File: src/rtl/mips_run_ctrl_if.sv
// Host-side streams of the MIPS run controller: program load in, register dump out.
interface mips_run_ctrl_if;
   logic        load_valid;
   logic        load_ready;
   logic [31:0] load_data;
   logic        load_last;
   logic        dump_valid;
   logic        dump_ready;
   logic [4:0]  dump_idx;
   logic [31:0] dump_data;
   logic        dump_last;

   modport master (
      output load_valid, load_data, load_last, dump_ready,
      input  load_ready, dump_valid, dump_idx, dump_data, dump_last
   );

   modport slave (
      input  load_valid, load_data, load_last, dump_ready,
      output load_ready, dump_valid, dump_idx, dump_data, dump_last
   );
endinterface

File: src/rtl/mips_run_ctrl.sv
// Run controller for the single-cycle MIPS core: program load, reset/clock-enable
// sequencing for a bounded run, and register-file dump.
module mips_run_ctrl #(
   parameter int unsigned IMEM_DEPTH = 256,
   parameter int unsigned ADDR_W     = 8,
   parameter int unsigned CYC_W      = 16
) (
   input  logic              clk,
   input  logic              rst,
   mips_run_ctrl_if.slave    host,
   input  logic              start,
   input  logic [CYC_W-1:0]  max_cycles,
   input  logic [31:0]       halt_pc,
   input  logic [31:0]       cpu_pc,
   output logic              imem_we,
   output logic [ADDR_W-1:0] imem_waddr,
   output logic [31:0]       imem_wdata,
   output logic              cpu_rst,
   output logic              cpu_clk_en,
   output logic [4:0]        rf_raddr,
   input  logic [31:0]       rf_rdata,
   output logic              busy,
   output logic              done,
   output logic [CYC_W-1:0]  cycles,
   output logic [1:0]        halt_reason,
   output logic [ADDR_W:0]   load_count,
   output logic              load_ovf
);

   localparam int unsigned CNT_W = ADDR_W + 1;
   localparam logic [ADDR_W-1:0] LAST_ADDR = ADDR_W'(IMEM_DEPTH - 1);

   typedef enum logic [2:0] {
      S_IDLE, S_LOAD, S_CPURST, S_RUN, S_DUMP, S_DONE
   } state_t;

   state_t              state, state_d;
   logic [ADDR_W-1:0]   wptr, wptr_d;
   logic [CNT_W-1:0]    count_d;
   logic                ovf_d;
   logic [CYC_W-1:0]    cycles_d;
   logic [1:0]          reason_d;
   logic [CYC_W-1:0]    max_q, max_d;
   logic [31:0]         halt_q, halt_d;
   logic                rcnt, rcnt_d;
   logic [4:0]          idx, idx_d;

   logic                load_ready_c;
   logic                dump_valid_c;
   logic                cpu_rst_c;
   logic                clk_en_c;
   logic                halt_hit;
   logic                limit_hit;

   // State and result registers.
   always_ff @(posedge clk or negedge rst) begin
      if (!rst) begin
         state       <= S_IDLE;
         wptr        <= '0;
         load_count  <= '0;
         load_ovf    <= 1'b0;
         cycles      <= '0;
         halt_reason <= 2'b00;
         max_q       <= '0;
         halt_q      <= '0;
         rcnt        <= 1'b0;
         idx         <= '0;
      end else begin
         state       <= state_d;
         wptr        <= wptr_d;
         load_count  <= count_d;
         load_ovf    <= ovf_d;
         cycles      <= cycles_d;
         halt_reason <= reason_d;
         max_q       <= max_d;
         halt_q      <= halt_d;
         rcnt        <= rcnt_d;
         idx         <= idx_d;
      end
   end

   assign halt_hit  = (cpu_pc == halt_q);
   assign limit_hit = (cycles == max_q);

   // Next-state and strobe decode.
   always_comb begin
      state_d      = state;
      wptr_d       = wptr;
      count_d      = load_count;
      ovf_d        = load_ovf;
      cycles_d     = cycles;
      reason_d     = halt_reason;
      max_d        = max_q;
      halt_d       = halt_q;
      rcnt_d       = rcnt;
      idx_d        = idx;
      load_ready_c = 1'b0;
      dump_valid_c = 1'b0;
      cpu_rst_c    = 1'b0;
      clk_en_c     = 1'b0;
      imem_we      = 1'b0;
      imem_waddr   = wptr;
      imem_wdata   = host.load_data;

      unique case (state)
         S_IDLE, S_DONE: begin
            load_ready_c = 1'b1;
            if (host.load_valid) begin
               // A new program always starts at word 0; a coincident start is dropped.
               imem_we    = 1'b1;
               imem_waddr = '0;
               wptr_d     = ADDR_W'(1);
               count_d    = CNT_W'(1);
               ovf_d      = 1'b0;
               state_d    = host.load_last ? S_IDLE : S_LOAD;
            end else if (start) begin
               max_d    = max_cycles;
               halt_d   = halt_pc;
               cycles_d = '0;
               reason_d = 2'b00;
               rcnt_d   = 1'b0;
               state_d  = S_CPURST;
            end
         end

         S_LOAD: begin
            load_ready_c = 1'b1;
            if (host.load_valid) begin
               imem_we = 1'b1;
               wptr_d  = wptr + ADDR_W'(1);
               count_d = load_count + CNT_W'(1);
               if (host.load_last) begin
                  state_d = S_IDLE;
               end else if (wptr == LAST_ADDR) begin
                  ovf_d   = 1'b1;
                  state_d = S_IDLE;
               end
            end
         end

         S_CPURST: begin
            cpu_rst_c = 1'b1;
            rcnt_d    = 1'b1;
            if (rcnt) begin
               state_d = S_RUN;
            end
         end

         S_RUN: begin
            // Halt PC freezes the core before the instruction at it executes.
            clk_en_c = !halt_hit && !limit_hit;
            if (clk_en_c) begin
               cycles_d = (cycles == '1) ? cycles : cycles + CYC_W'(1);
            end else begin
               reason_d = halt_hit ? 2'b01 : 2'b10;
               idx_d    = '0;
               state_d  = S_DUMP;
            end
         end

         S_DUMP: begin
            dump_valid_c = 1'b1;
            if (host.dump_ready) begin
               idx_d = idx + 5'd1;
               if (idx == 5'd31) begin
                  state_d = S_DONE;
               end
            end
         end

         default: begin
            state_d = S_IDLE;
         end
      endcase
   end

   assign host.load_ready = load_ready_c;
   assign host.dump_valid = dump_valid_c;
   assign host.dump_idx   = idx;
   assign host.dump_data  = rf_rdata;
   assign host.dump_last  = dump_valid_c && (idx == 5'd31);

   assign rf_raddr   = idx;
   assign cpu_rst    = cpu_rst_c;
   assign cpu_clk_en = clk_en_c;
   assign busy       = (state != S_IDLE) && (state != S_DONE);
   assign done       = (state == S_DONE);

endmodule

File: src/flat_wrapper.sv
// flat-port wrapper written by rule: the top's interface ports become plain ports
module mips_run_ctrl_flat 
#(
   parameter int unsigned IMEM_DEPTH = 256,
   parameter int unsigned ADDR_W     = 8,
   parameter int unsigned CYC_W      = 16
)
  (clk, rst, start, max_cycles, halt_pc, cpu_pc, imem_we, imem_waddr, imem_wdata, cpu_rst, cpu_clk_en, rf_raddr, rf_rdata, busy, done, cycles, halt_reason, load_count, load_ovf, host_load_valid, host_load_data, host_load_last, host_dump_ready, host_load_ready, host_dump_valid, host_dump_idx, host_dump_data, host_dump_last);
  mips_run_ctrl_if host_i ();
  input  logic clk;
  input  logic rst;
  input  logic start;
  input  logic [CYC_W-1:0] max_cycles;
  input  logic [31:0] halt_pc;
  input  logic [31:0] cpu_pc;
  output logic imem_we;
  output logic [ADDR_W-1:0] imem_waddr;
  output logic [31:0] imem_wdata;
  output logic cpu_rst;
  output logic cpu_clk_en;
  output logic [4:0] rf_raddr;
  input  logic [31:0] rf_rdata;
  output logic busy;
  output logic done;
  output logic [CYC_W-1:0] cycles;
  output logic [1:0] halt_reason;
  output logic [ADDR_W:0] load_count;
  output logic load_ovf;
  input wire logic [$bits(host_i.load_valid)-1:0] host_load_valid;
  input wire logic [$bits(host_i.load_data)-1:0] host_load_data;
  input wire logic [$bits(host_i.load_last)-1:0] host_load_last;
  input wire logic [$bits(host_i.dump_ready)-1:0] host_dump_ready;
  output wire logic [$bits(host_i.load_ready)-1:0] host_load_ready;
  output wire logic [$bits(host_i.dump_valid)-1:0] host_dump_valid;
  output wire logic [$bits(host_i.dump_idx)-1:0] host_dump_idx;
  output wire logic [$bits(host_i.dump_data)-1:0] host_dump_data;
  output wire logic [$bits(host_i.dump_last)-1:0] host_dump_last;
  assign host_i.load_valid = host_load_valid;
  assign host_i.load_data = host_load_data;
  assign host_i.load_last = host_load_last;
  assign host_i.dump_ready = host_dump_ready;
  assign host_load_ready = host_i.load_ready;
  assign host_dump_valid = host_i.dump_valid;
  assign host_dump_idx = host_i.dump_idx;
  assign host_dump_data = host_i.dump_data;
  assign host_dump_last = host_i.dump_last;
  mips_run_ctrl #(.IMEM_DEPTH(IMEM_DEPTH), .ADDR_W(ADDR_W), .CYC_W(CYC_W)) u_core (.clk(clk), .rst(rst), .host(host_i), .start(start), .max_cycles(max_cycles), .halt_pc(halt_pc), .cpu_pc(cpu_pc), .imem_we(imem_we), .imem_waddr(imem_waddr), .imem_wdata(imem_wdata), .cpu_rst(cpu_rst), .cpu_clk_en(cpu_clk_en), .rf_raddr(rf_raddr), .rf_rdata(rf_rdata), .busy(busy), .done(done), .cycles(cycles), .halt_reason(halt_reason), .load_count(load_count), .load_ovf(load_ovf));
endmodule
File: config.mk
export PLATFORM = sky130hd
export DESIGN_NAME = mips_run_ctrl_flat
export DESIGN_NICKNAME = d
export VERILOG_FILES = /design/src/rtl/mips_run_ctrl_if.sv /design/src/rtl/mips_run_ctrl.sv /design/src/flat_wrapper.sv
export SDC_FILE = /design/constraint.sdc
export NUM_CORES = 1
export LEC_CHECK = 0
export CELL_PAD_IN_SITES_DETAIL_PLACEMENT = 1
export CELL_PAD_IN_SITES_GLOBAL_PLACEMENT = 1
export CORE_UTILIZATION = 25
export DETAILED_ROUTE_END_ITERATION = 10
export GPL_TIMING_DRIVEN = 1
export HOLD_SLACK_MARGIN = 0.02
export PLACE_DENSITY_LB_ADDON = 0.1
export SLEW_MARGIN = 0
export SYNTH_ARGS = -nofsm -noshare
export SYNTH_HDL_FRONTEND = slang
export SYNTH_SLANG_ARGS = --single-unit
export TNS_END_PERCENT = 5
File: constraint.sdc
create_clock -name clk -period 2.3 [get_ports clk]
set_clock_uncertainty 0.15 [all_clocks]
set_input_delay 0.345 -clock clk [delete_from_list [all_inputs] [get_ports clk]]
set_output_delay 0.345 -clock clk [all_outputs]
set_load 0.005 [all_outputs]
Word-level counts from Yosys, hierarchy flattened
Index checks and enable logic that the tools add are counted.
{"block": "totals", "register_bits": 93, "inputBits": 150, "out_inout_bits": 118, "word_cells": 107}
{"block": "classes", "addsub": 4, "eq_ne": 25, "mux": 46, "bitwise_logic": 1, "n_reduce_logical": 21}
{"operator": "two-way mux 16 bit", "count": 4}
{"operator": "== test 32 bit", "count": 1}
{"operator": "two-way mux 8 bit", "count": 4}
{"operator": "one-hot mux 16 bit (2 select lines)", "count": 1}
{"operator": "two-way mux 3 bit", "count": 9}
{"operator": "two-way mux 9 bit", "count": 2}
{"operator": "one-hot mux 9 bit (2 select lines)", "count": 1}
{"operator": "adder 16 x 1 -> 16 bit, second input constant", "count": 1}
{"operator": "== test 16 bit", "count": 1}
{"operator": "== test 16 bit, second input constant", "count": 1}
{"operator": "inequality test 2 bit, second input constant", "count": 8}
{"operator": "one-hot mux 8 bit (2 select lines)", "count": 1}
{"operator": "one-hot mux 3 bit (5 select lines)", "count": 1}
{"operator": "two-way mux 1 bit", "count": 13}
{"operator": "AND reduction 3 bit", "count": 4}
{"operator": "two-way mux 5 bit", "count": 2}
{"operator": "one-hot mux 5 bit (2 select lines)", "count": 1}
{"operator": "AND reduction 5 bit", "count": 2}
{"operator": "adder 9 x 1 -> 9 bit, second input constant", "count": 1}
{"operator": "adder 8 x 1 -> 8 bit, second input constant", "count": 1}
{"operator": "== test 8 bit, second input constant", "count": 1}
{"operator": "two-way mux 2 bit", "count": 4}
{"operator": "inequality test 2 x 1 -> 1 bit, second input constant", "count": 4}
{"operator": "nonzero test 2 bit", "count": 4}
{"operator": "18 further kinds", "count": 25}

Logic depth before layout (Yosys ltp)
Gate-level depths: netlist of run 1.
{"block": "depth", "word_depth": 5, "depth_mapped": 9, "ltp_nobuf": 9}

Least setup slack after synthesis of run 1
Ideal clock, no wire load.
{"block": "synth_path", "path_kind": "register -> register", "startpoint": "reg u_core.cycles[0]", "endpoint": "reg u_core.cycles[1]", "setup_time_ns": 0.120, "t_arrival_ns": 1.885, "required_ns": 2.030, "path_slack_ns": 0.145, "path_stages_with_launch": 9, "n_path_buf": 1, "synth_period_minus_slack_ns": 2.155, "cell_sequence": "dfrtp_1 > ha_1 > nand3_2 > nor3_4 > nand3_2 > o211a_1 > buf_6 > and3_4 > a31o_1"}
{"block": "synth_via", "elab_chain_cells": 5, "word_cells_on_any_way": 11, "cone_classes": "add/sub: 1; eq/ne: 4; mux: 3; reduce/logical: 3"}
{"item": "from (decl)", "line": "mips_run_ctrl.sv:24", "rtl": "output logic [CYC_W-1:0] cycles,"}
{"item": "from (signal assigned)", "line": "mips_run_ctrl.sv:73", "rtl": "cycles <= cycles_d;"}
{"item": "branches (longest 5 deep; another with adder 16 x 1 -> 16 bit)"}
Several ways; the timed one is not identified. The select of a mux whose other input is x is not followed.
A chain may end at the register's enable or synchronous reset.

Worst setup path in the final report of run 1
{"block": "layout_path", "startpoint": "in cpu_pc[18]", "endpoint": "out cpu_clk_en"}
{"block": "layout_via", "elab_chain_cells": 4}
{"item": "from (decl)", "line": "flat_wrapper.sv:15", "rtl": "input logic [31:0] cpu_pc;"}
{"item": "== test 32 bit", "line": "mips_run_ctrl.sv:82", "rtl": "assign halt_hit = (cpu_pc == halt_q);"}
{"item": "zero test 1 bit", "line": "mips_run_ctrl.sv:151", "rtl": "clk_en_c = !halt_hit && !limit_hit;"}
{"item": "logical AND 1 bit", "line": "mips_run_ctrl.sv:151"}
{"item": "two-way mux 1 bit", "line": "mips_run_ctrl.sv:105", "rtl": "unique case (state)"}
{"item": "to (decl)", "line": "flat_wrapper.sv:20", "rtl": "output logic cpu_clk_en;"}
Every way passes these cells.

==> results.toml, run 1 <==
[outcome]
run_status = "finished with violations"
violations = "setup timing"

[sta]
period_share_pct = 104
drv_slew = 0
achievable-frequency_mhz = 420
min_period_ns = 2.38
finalHoldViolCount = 0
worst_slack_ns = -0.0826
setup_viol_count_final = 4
slew_headroom_pct = 73.3
max_slew.worst_pin.slew_ns = 0.397
grt_setup_unrepaired = "yes"

[place]
dp_cells = 910
finalWeightedCongestion = 0.759
port-buffer-count = 139
hpwlAfterDp_um = 11900

[finish]
area.growth.synth_to_final_pct = 39.2
fill_cells = 2334
layout_commonest_cell = "clkdlybuf4s50_1"
fin_cells = 931
n_antenna_cell = 0
post_route_cells_drive_above_1_share_pct = 26.8
fin_nets = 807
layout_common_cells = "clkdlybuf4s50_1 (124), dfrtp_1 (92), buf_4 (65), mux2_2 (49), xnor2_1 (33)"

[clock_tree]
clk_path_buf_depth = 2
cts_inserted_buffers = 9
clock_sinks = 93
worstSkewPairLatency_ns = 0.35
register_clock_pin_slew_on_the_reported_worst_setup_and_hold_paths_ns = 0.07
cts-htree-levels = 3
clock_tree_from_tritoncts = "built"
ctsRootBufferMaster = "clkbuf_16"

[global_route]
grt_pass1_wl_um = 24500
grt_util_all_layers_pct = 14.3
grt-ovfl-total = 0
initial_antenna_violation_count = 0
grt_max_degree = 40
first_global_vias = 4550

[yosys]
seq_area_frac_synth_pct = 43.0
post_synth_edffs = 0
synth.avg_cell_area_um2 = 10.5
synth.top_cell.area_share_pct = 43.0
syn_area_mm2 = 0.00542
synth_nets = 671
postSynth.topFlopCell = "dfrtp_1"
synthDominantAreaCellType = "dfrtp_1"
synth_mux_area_share_pct = 10.4
yosys_register_bits = 93
post_synth_and_or_nand_nor_area_fraction_pct = 15.6
asyncSetResetFlopFracSynth_pct = 100
post_synth_main_area_contributors = "dfrtp_1 (43%), mux2_2 (10%), buf_4 (9.6%)"
synth_xor_xnor_area_share_pct = 9.70
synth_adder_area_share_pct = 1.16
synth_compound_gate_area_share_pct = 8.15
post_synth_num_cell_types = 59
yosys_warnings = 0
synth_top_family_by_area = "simple AND/OR/NAND/NOR gates"
synthCells = 516

[floorplan]
core_area_mm2 = 0.0212
starting_utilization_of_the_core_area_pct = 25.6
die_y_um = 149
floorplan.rows = 53
pin_count = 268
dieArea_mm2 = 0.0223
dieWidth_um = 149

[power_and_ir_drop]
vdd.ir_drop.worst_mv = 0.417
leakage_nw = 3.18
cellPowerDensity_mw_per_mm2 = 968
totalPowerFinal_mw = 7.30

[flow_run]
timing.max_cap.violations = 0

[routing]
detail_route.wirelength_um = 15200
drt_iter0_markers = 60
ant_nets = 0
route.detailed.vias_per_inst = 4.48
via_count = 4173
dr.pass1.iters = 4
drc_errors = 0
final_routed_wire_length_divided_by_cell_count_um = 16.3

[setup_path]
reg2reg_to = "u_core.cycles[10]"
timing.critical_path.from_type = "input pin"
worst_r2r_startpoint = "u_core.cycles[1]"
crit_start = "cpu_pc[18]"
cp_cell_sequence = "clkdlybuf4s50_1, xnor2_1, nand4_1, nor4_4, buf_4, a21oi_2, nand2_2, inv_1, clkbuf_2"
worst-path-max-fanout = 2
worst_ep_arrival_time_ns = 1.89
r2r_setup_slack_ns = -0.01
critical-path-slowest-cell = "clkdlybuf4s50_1"
timing.critical_path.to_type = "primary output"
worst_path_largest_cell_delay_ns = 0.48
worst-endpoint-required_ns = 1.80
worst-r2r-cell-count = 8
critPathKind = "input pin to primary output"

[min_path]
hold_class = "input pin to asynchronous set/reset pin"
-- cells by family (layout without fill, tap and decap cells) --
logic type                 count (synthesis)  after routing
xor gates and xnor gates                  60             60
and+or+nand+nor                          145            145
DFF                                       93             93
AOI/OAI and AO/OA                         66             66
adders and majority gates                  5              5
muxes                                     50             50
buffers and inverters                     97            237
-- registers in the layout (all words and copies together) (netlist names), 2 cells and up --
signal	flops
u_core.state	3
u_core.load_count	9
u_core.wptr	8
u_core.halt_reason	2
u_core.cycles	16
u_core.halt_q	32
u_core.host.dump_idx	5
u_core.max_q	16
-- worst max path at each step --
stage                             to  slack, ns  cells past startpoint
CTS                       cpu_clk_en      -0.21                      9
finish                    cpu_clk_en      -0.08                      9
global route              cpu_clk_en      -0.22                      8
floorplan           u_core.cycles[1]       0.15                      8
detailed placement        cpu_clk_en      -0.66                      9
global placement          cpu_clk_en      -0.67                      9
-- synth_stat cells, types with 3 or more instances --
cell and number:
dfrtp_1 93, buf_4 69, mux2_2 48, xnor2_1 34
nand2_1 29, nor2_1 29, xor2_1 26, a21oi_1 16
nand3_1 15, nand4_1 14, a31oi_1 13, nor2b_1 12
buf_2 11, inv_1 10, o21ai_0 9, and3_1 7
or3_1 6, ha_1 5, a211oi_1 4, and2_1 4
clkbuf_1 4, nand2b_1 4, nor3_1 4, o21a_1 4
nor4_4 3, o22ai_1 3, or2_2 3
-- worst max-delay path: cells and delay by family --
kind	cells	cell delay, ns
buffers and inverters	4	0.79
AND/OR/NAND/NOR	3	0.56
XOR/XNOR	1	0.13
AO/OA/AOI/OAI	1	0.06
-- stage by stage --
step | TNS [ns] | hold WS (ns) | cell area [µm²] | util [%] | setup slack [ns]
floorplan | 0 | -0.101 | 5420 | - | 0.145
global placement | -11.07 | 0.124 | 7070 | 33.4 | -0.671
detailed placement | -10.75 | 0.122 | 7070 | 33.4 | -0.657
CTS | -0.567 | 0.303 | 7440 | 35.2 | -0.212
global route | -1.88 | 0.318 | 7540 | 35.6 | -0.217
finish | -0.196 | 0.291 | 7540 | 35.6 | -0.0826
-- layer usage --
layer  up-vias  share of wire [%]  global-route usage, %
met5         -                  0                      0
met4         0                1.2                   4.13
met3        20                8.6                   5.50
met2       142                 46                   22.7
met1      2020                 44                   17.9
li1       1991                  -                      -
-- layout make-up --
type,count,area (µm²),area share (%)
Clock inverter,5,61.3,0.813
Multi-Input combinational cell,326,2550,33.9
Clock buffer,10,229,3.04
Inverter,11,41.3,0.548
Timing Repair Buffer,211,1980,26.3
Tap cell,275,344,4.56
Sequential cell,93,2330,30.9
-- timing repair --
action	CTS	global route
hold buffers	1	0
endpoints found under the hold margin	18	0
endpoints found under the setup margin	35	35
pin swaps	8	6
gates resized for setup	34	21
setup buffers	2	3
-- power breakdown --
part | switching [mW] | internal, mW | leakage, nW | total, mW
combinational | 1.26 | 1.76 | 1.87 | 3.03
sequential | 0.519 | 2.23 | 1.17 | 2.75
clock | 0.675 | 0.842 | 0.131 | 1.52
total | 2.46 | 4.84 | 3.18 | 7.30
No activity file was read; power rests on OpenSTA's default activity.
==> run 2: changes to the inputs <==
--- a/config.mk
+++ b/config.mk
@@ -8,6 +8,7 @@
 export CELL_PAD_IN_SITES_DETAIL_PLACEMENT = 1
 export CELL_PAD_IN_SITES_GLOBAL_PLACEMENT = 1
 export CORE_UTILIZATION = 25
+export CTS_CLUSTER_SIZE = 8
 export DETAILED_ROUTE_END_ITERATION = 10
 export GPL_TIMING_DRIVEN = 1
 export HOLD_SLACK_MARGIN = 0.02
==> constraint.sdc (replaced) <==
create_clock -name clk -period 2.9 [get_ports clk]
set_clock_uncertainty 0.15 [all_clocks]
set_input_delay 0.435 -clock clk [delete_from_list [all_inputs] [get_ports clk]]
set_output_delay 0.435 -clock clk [all_outputs]
set_load 0.005 [all_outputs]
==> run 2 against run 1 <==
Net effect:
- the run now ends clean
- core utilization decreased by 1.9 points
- critical path depth fell by 2
- clock power is 26% lower
- register-to-register slack better by 0.42 ns
- worst hold slack better by 0.038 ns
- critical path type is now register to primary output
- largest cell class unchanged
- largest power group is now sequential cells
==> results.toml, run 2 (same netlist as run 1, synthesis figures left out) <==
[place]
dp_cells = 874
port-buffer-count = 139
hpwlAfterDp_um = 11400
finalWeightedCongestion = 0.760

[global_route]
grt_pass1_wl_um = 24000
first_global_vias = 4356
grt-ovfl-total = 0
grt_util_all_layers_pct = 14.0
initial_antenna_violation_count = 0
grt_max_degree = 60

[power_and_ir_drop]
power.net_switching_mw = 1.90
switching_share_pct = 34.7
internal_power_mw = 3.57
totalPowerFinal_mw = 5.46
clkPwrFrac_pct = 20.4
comb_power_share_pct = 38.9
cellPowerDensity_mw_per_mm2 = 765
seqPwrFrac_pct = 40.7
leakage_nw = 2.91
vdd.ir_drop.worst_mv = 0.289

[setup_path]
worst_ep_arrival_time_ns = 2.12
critPathKind = "register to primary output"
worst_r2r_startpoint = "u_core.halt_q[11]"
worst-endpoint-required_ns = 2.32
timing.critical_path.from_type = "register"
timing.critical_path.to_type = "primary output"
crit_start = "u_core.state[0]"
worst-path-max-fanout = 11

[clock_tree]
worstSkewPairLatency_ns = 0.34
cts-htree-levels = 3
cts_inserted_buffers = 9
clock_sinks = 93
ctsRootBufferMaster = "clkbuf_16"
register_clock_pin_slew_on_the_reported_worst_setup_and_hold_paths_ns = 0.07
clk_path_buf_depth = 2
clock_tree_from_tritoncts = "built"

[sta]
slew_headroom_pct = 65.1
min_period_ns = 2.71
drv_slew = 0
period_share_pct = 93.3
max_slew.worst_pin.slew_ns = 0.523
finalHoldViolCount = 0
grt_setup_unrepaired = "no"
fin_tns_setup_ns = 0
achievable-frequency_mhz = 370
setup_viol_count_final = 0

[finish]
reg.largest.list = "u_core.halt_q x32, u_core.cycles x16, u_core.max_q x16"
post_route_cells_drive_above_1_share_pct = 20.0
largest_register = "u_core.halt_q"
fin_cells = 894
layout_commonest_cell = "clkdlybuf4s50_1"
largest_register_ff_count = 32
n_antenna_cell = 0
area.growth.synth_to_final_pct = 31.9
layout_common_cells = "clkdlybuf4s50_1 (136), dfrtp_1 (91), mux2_2 (48), xnor2_1 (34)"
fin_nets = 769

[flow_run]
timing.max_cap.violations = 0

[routing]
drt_iter0_markers = 76
dr.pass1.iters = 4
drc_errors = 0
final_routed_wire_length_divided_by_cell_count_um = 16.9
via_count = 4092
ant_nets = 0
route.detailed.vias_per_inst = 4.58
detail_route.wirelength_um = 15200

[min_path]
hold_class = "register to register"
hold_path.startpoint = "u_core.rcnt"

[floorplan]
dieWidth_um = 149
floorplan.rows = 53
pin_count = 268
starting_utilization_of_the_core_area_pct = 25.6
core_area_mm2 = 0.0212
die_y_um = 149
dieArea_mm2 = 0.0223

[outcome]
run_status = "finished, final reports clean"
[run 2: worst paths after layout]
path                                           end  slack (ns)  cells past startpoint
setup / recovery                     imem_waddr[2]        0.19                      7
hold / removal                         u_core.rcnt        0.33                      1
setup reg to reg                  u_core.cycles[5]        0.41                     10
hold reg to reg                        u_core.rcnt        0.33                      1
max in group asynchronous         u_core.halt_q[3]        1.43                      3
min in group asynchronous  u_core.host.dump_idx[3]        0.45                      2
[run 2: power groups by stage]
| stage | Clock (mW) | Sequential, mW | Combinational, mW |
|---|---|---|---|
| detailed placement | 0 | 2.24 | 2.13 |
| global placement | 0 | 2.24 | 2.08 |
| CTS | 1.17 | 2.23 | 2.15 |
| floorplan | 0 | 2.12 | 1.42 |
| global route | 1.23 | 2.30 | 2.35 |
| finish | 1.12 | 2.22 | 2.13 |
[run 2: per-stage QoR]
stage	utilization [%]	area [µm²]	setup slack, ns	hold slack [ns]
3_3_place_gp	32.1	6800	-0.227	0.294
4_1_cts	33.6	7110	0.00860	0.333
6_report	33.8	7140	0.194	0.329
5_1_grt	33.8	7140	0.0217	0.349
3_5_place_dp	32.1	6800	-0.265	0.296
2_1_floorplan	-	5420	0.745	-0.0106
[run 2: per-layer routing]
metal	share of wire [%]	track usage (%)	wire length (µm)
met2	46	21.5	6930
met5	0	0	0
met1	44	17.9	6680
met4	1.1	4.34	166
met3	9.1	5.38	1370
[run 2: cell type report]
cell class	instances	area [µm²]
Clock buffer	10	229
Clock inverter	6	40.0
Fill cell	2376	14000
Inverter	11	41.3
Multi-Input combinational cell	326	2480
Sequential cell	93	2330
Tap cell	275	344
Timing Repair Buffer	173	1680
[run 2: repair_timing]
action	in CTS	in global routing
resized for setup	5	11
gates cloned	0	1
endpoints found under the hold margin	34	0
hold buffers	1	0
setup buffers	1	1
pin swaps	4	5
setup endpoints to repair	9	9
[run 2: worst max-delay path, cell delays in order (launching register included)]
cell and delay, ns:
dfrtp_2 0.47, and2b_2 0.28, nor3_4 0.15, inv_1 0.10, nor2_4 0.12, buf_6 0.16, nor2b_1 0.06, clkdlybuf4s50_1 0.44
==> run 3: changes to the inputs <==
--- a/config.mk
+++ b/config.mk
@@ -13,7 +13,7 @@
 export GPL_TIMING_DRIVEN = 1
 export HOLD_SLACK_MARGIN = 0.02
 export PLACE_DENSITY_LB_ADDON = 0.1
-export SLEW_MARGIN = 0
+export SLEW_MARGIN = 20
 export SYNTH_ARGS = -nofsm -noshare
 export SYNTH_HDL_FRONTEND = slang
 export SYNTH_SLANG_ARGS = --single-unit
==> results of run 3 <==
Same layout as run 2: the final DEF is identical, and so are final timing and power.
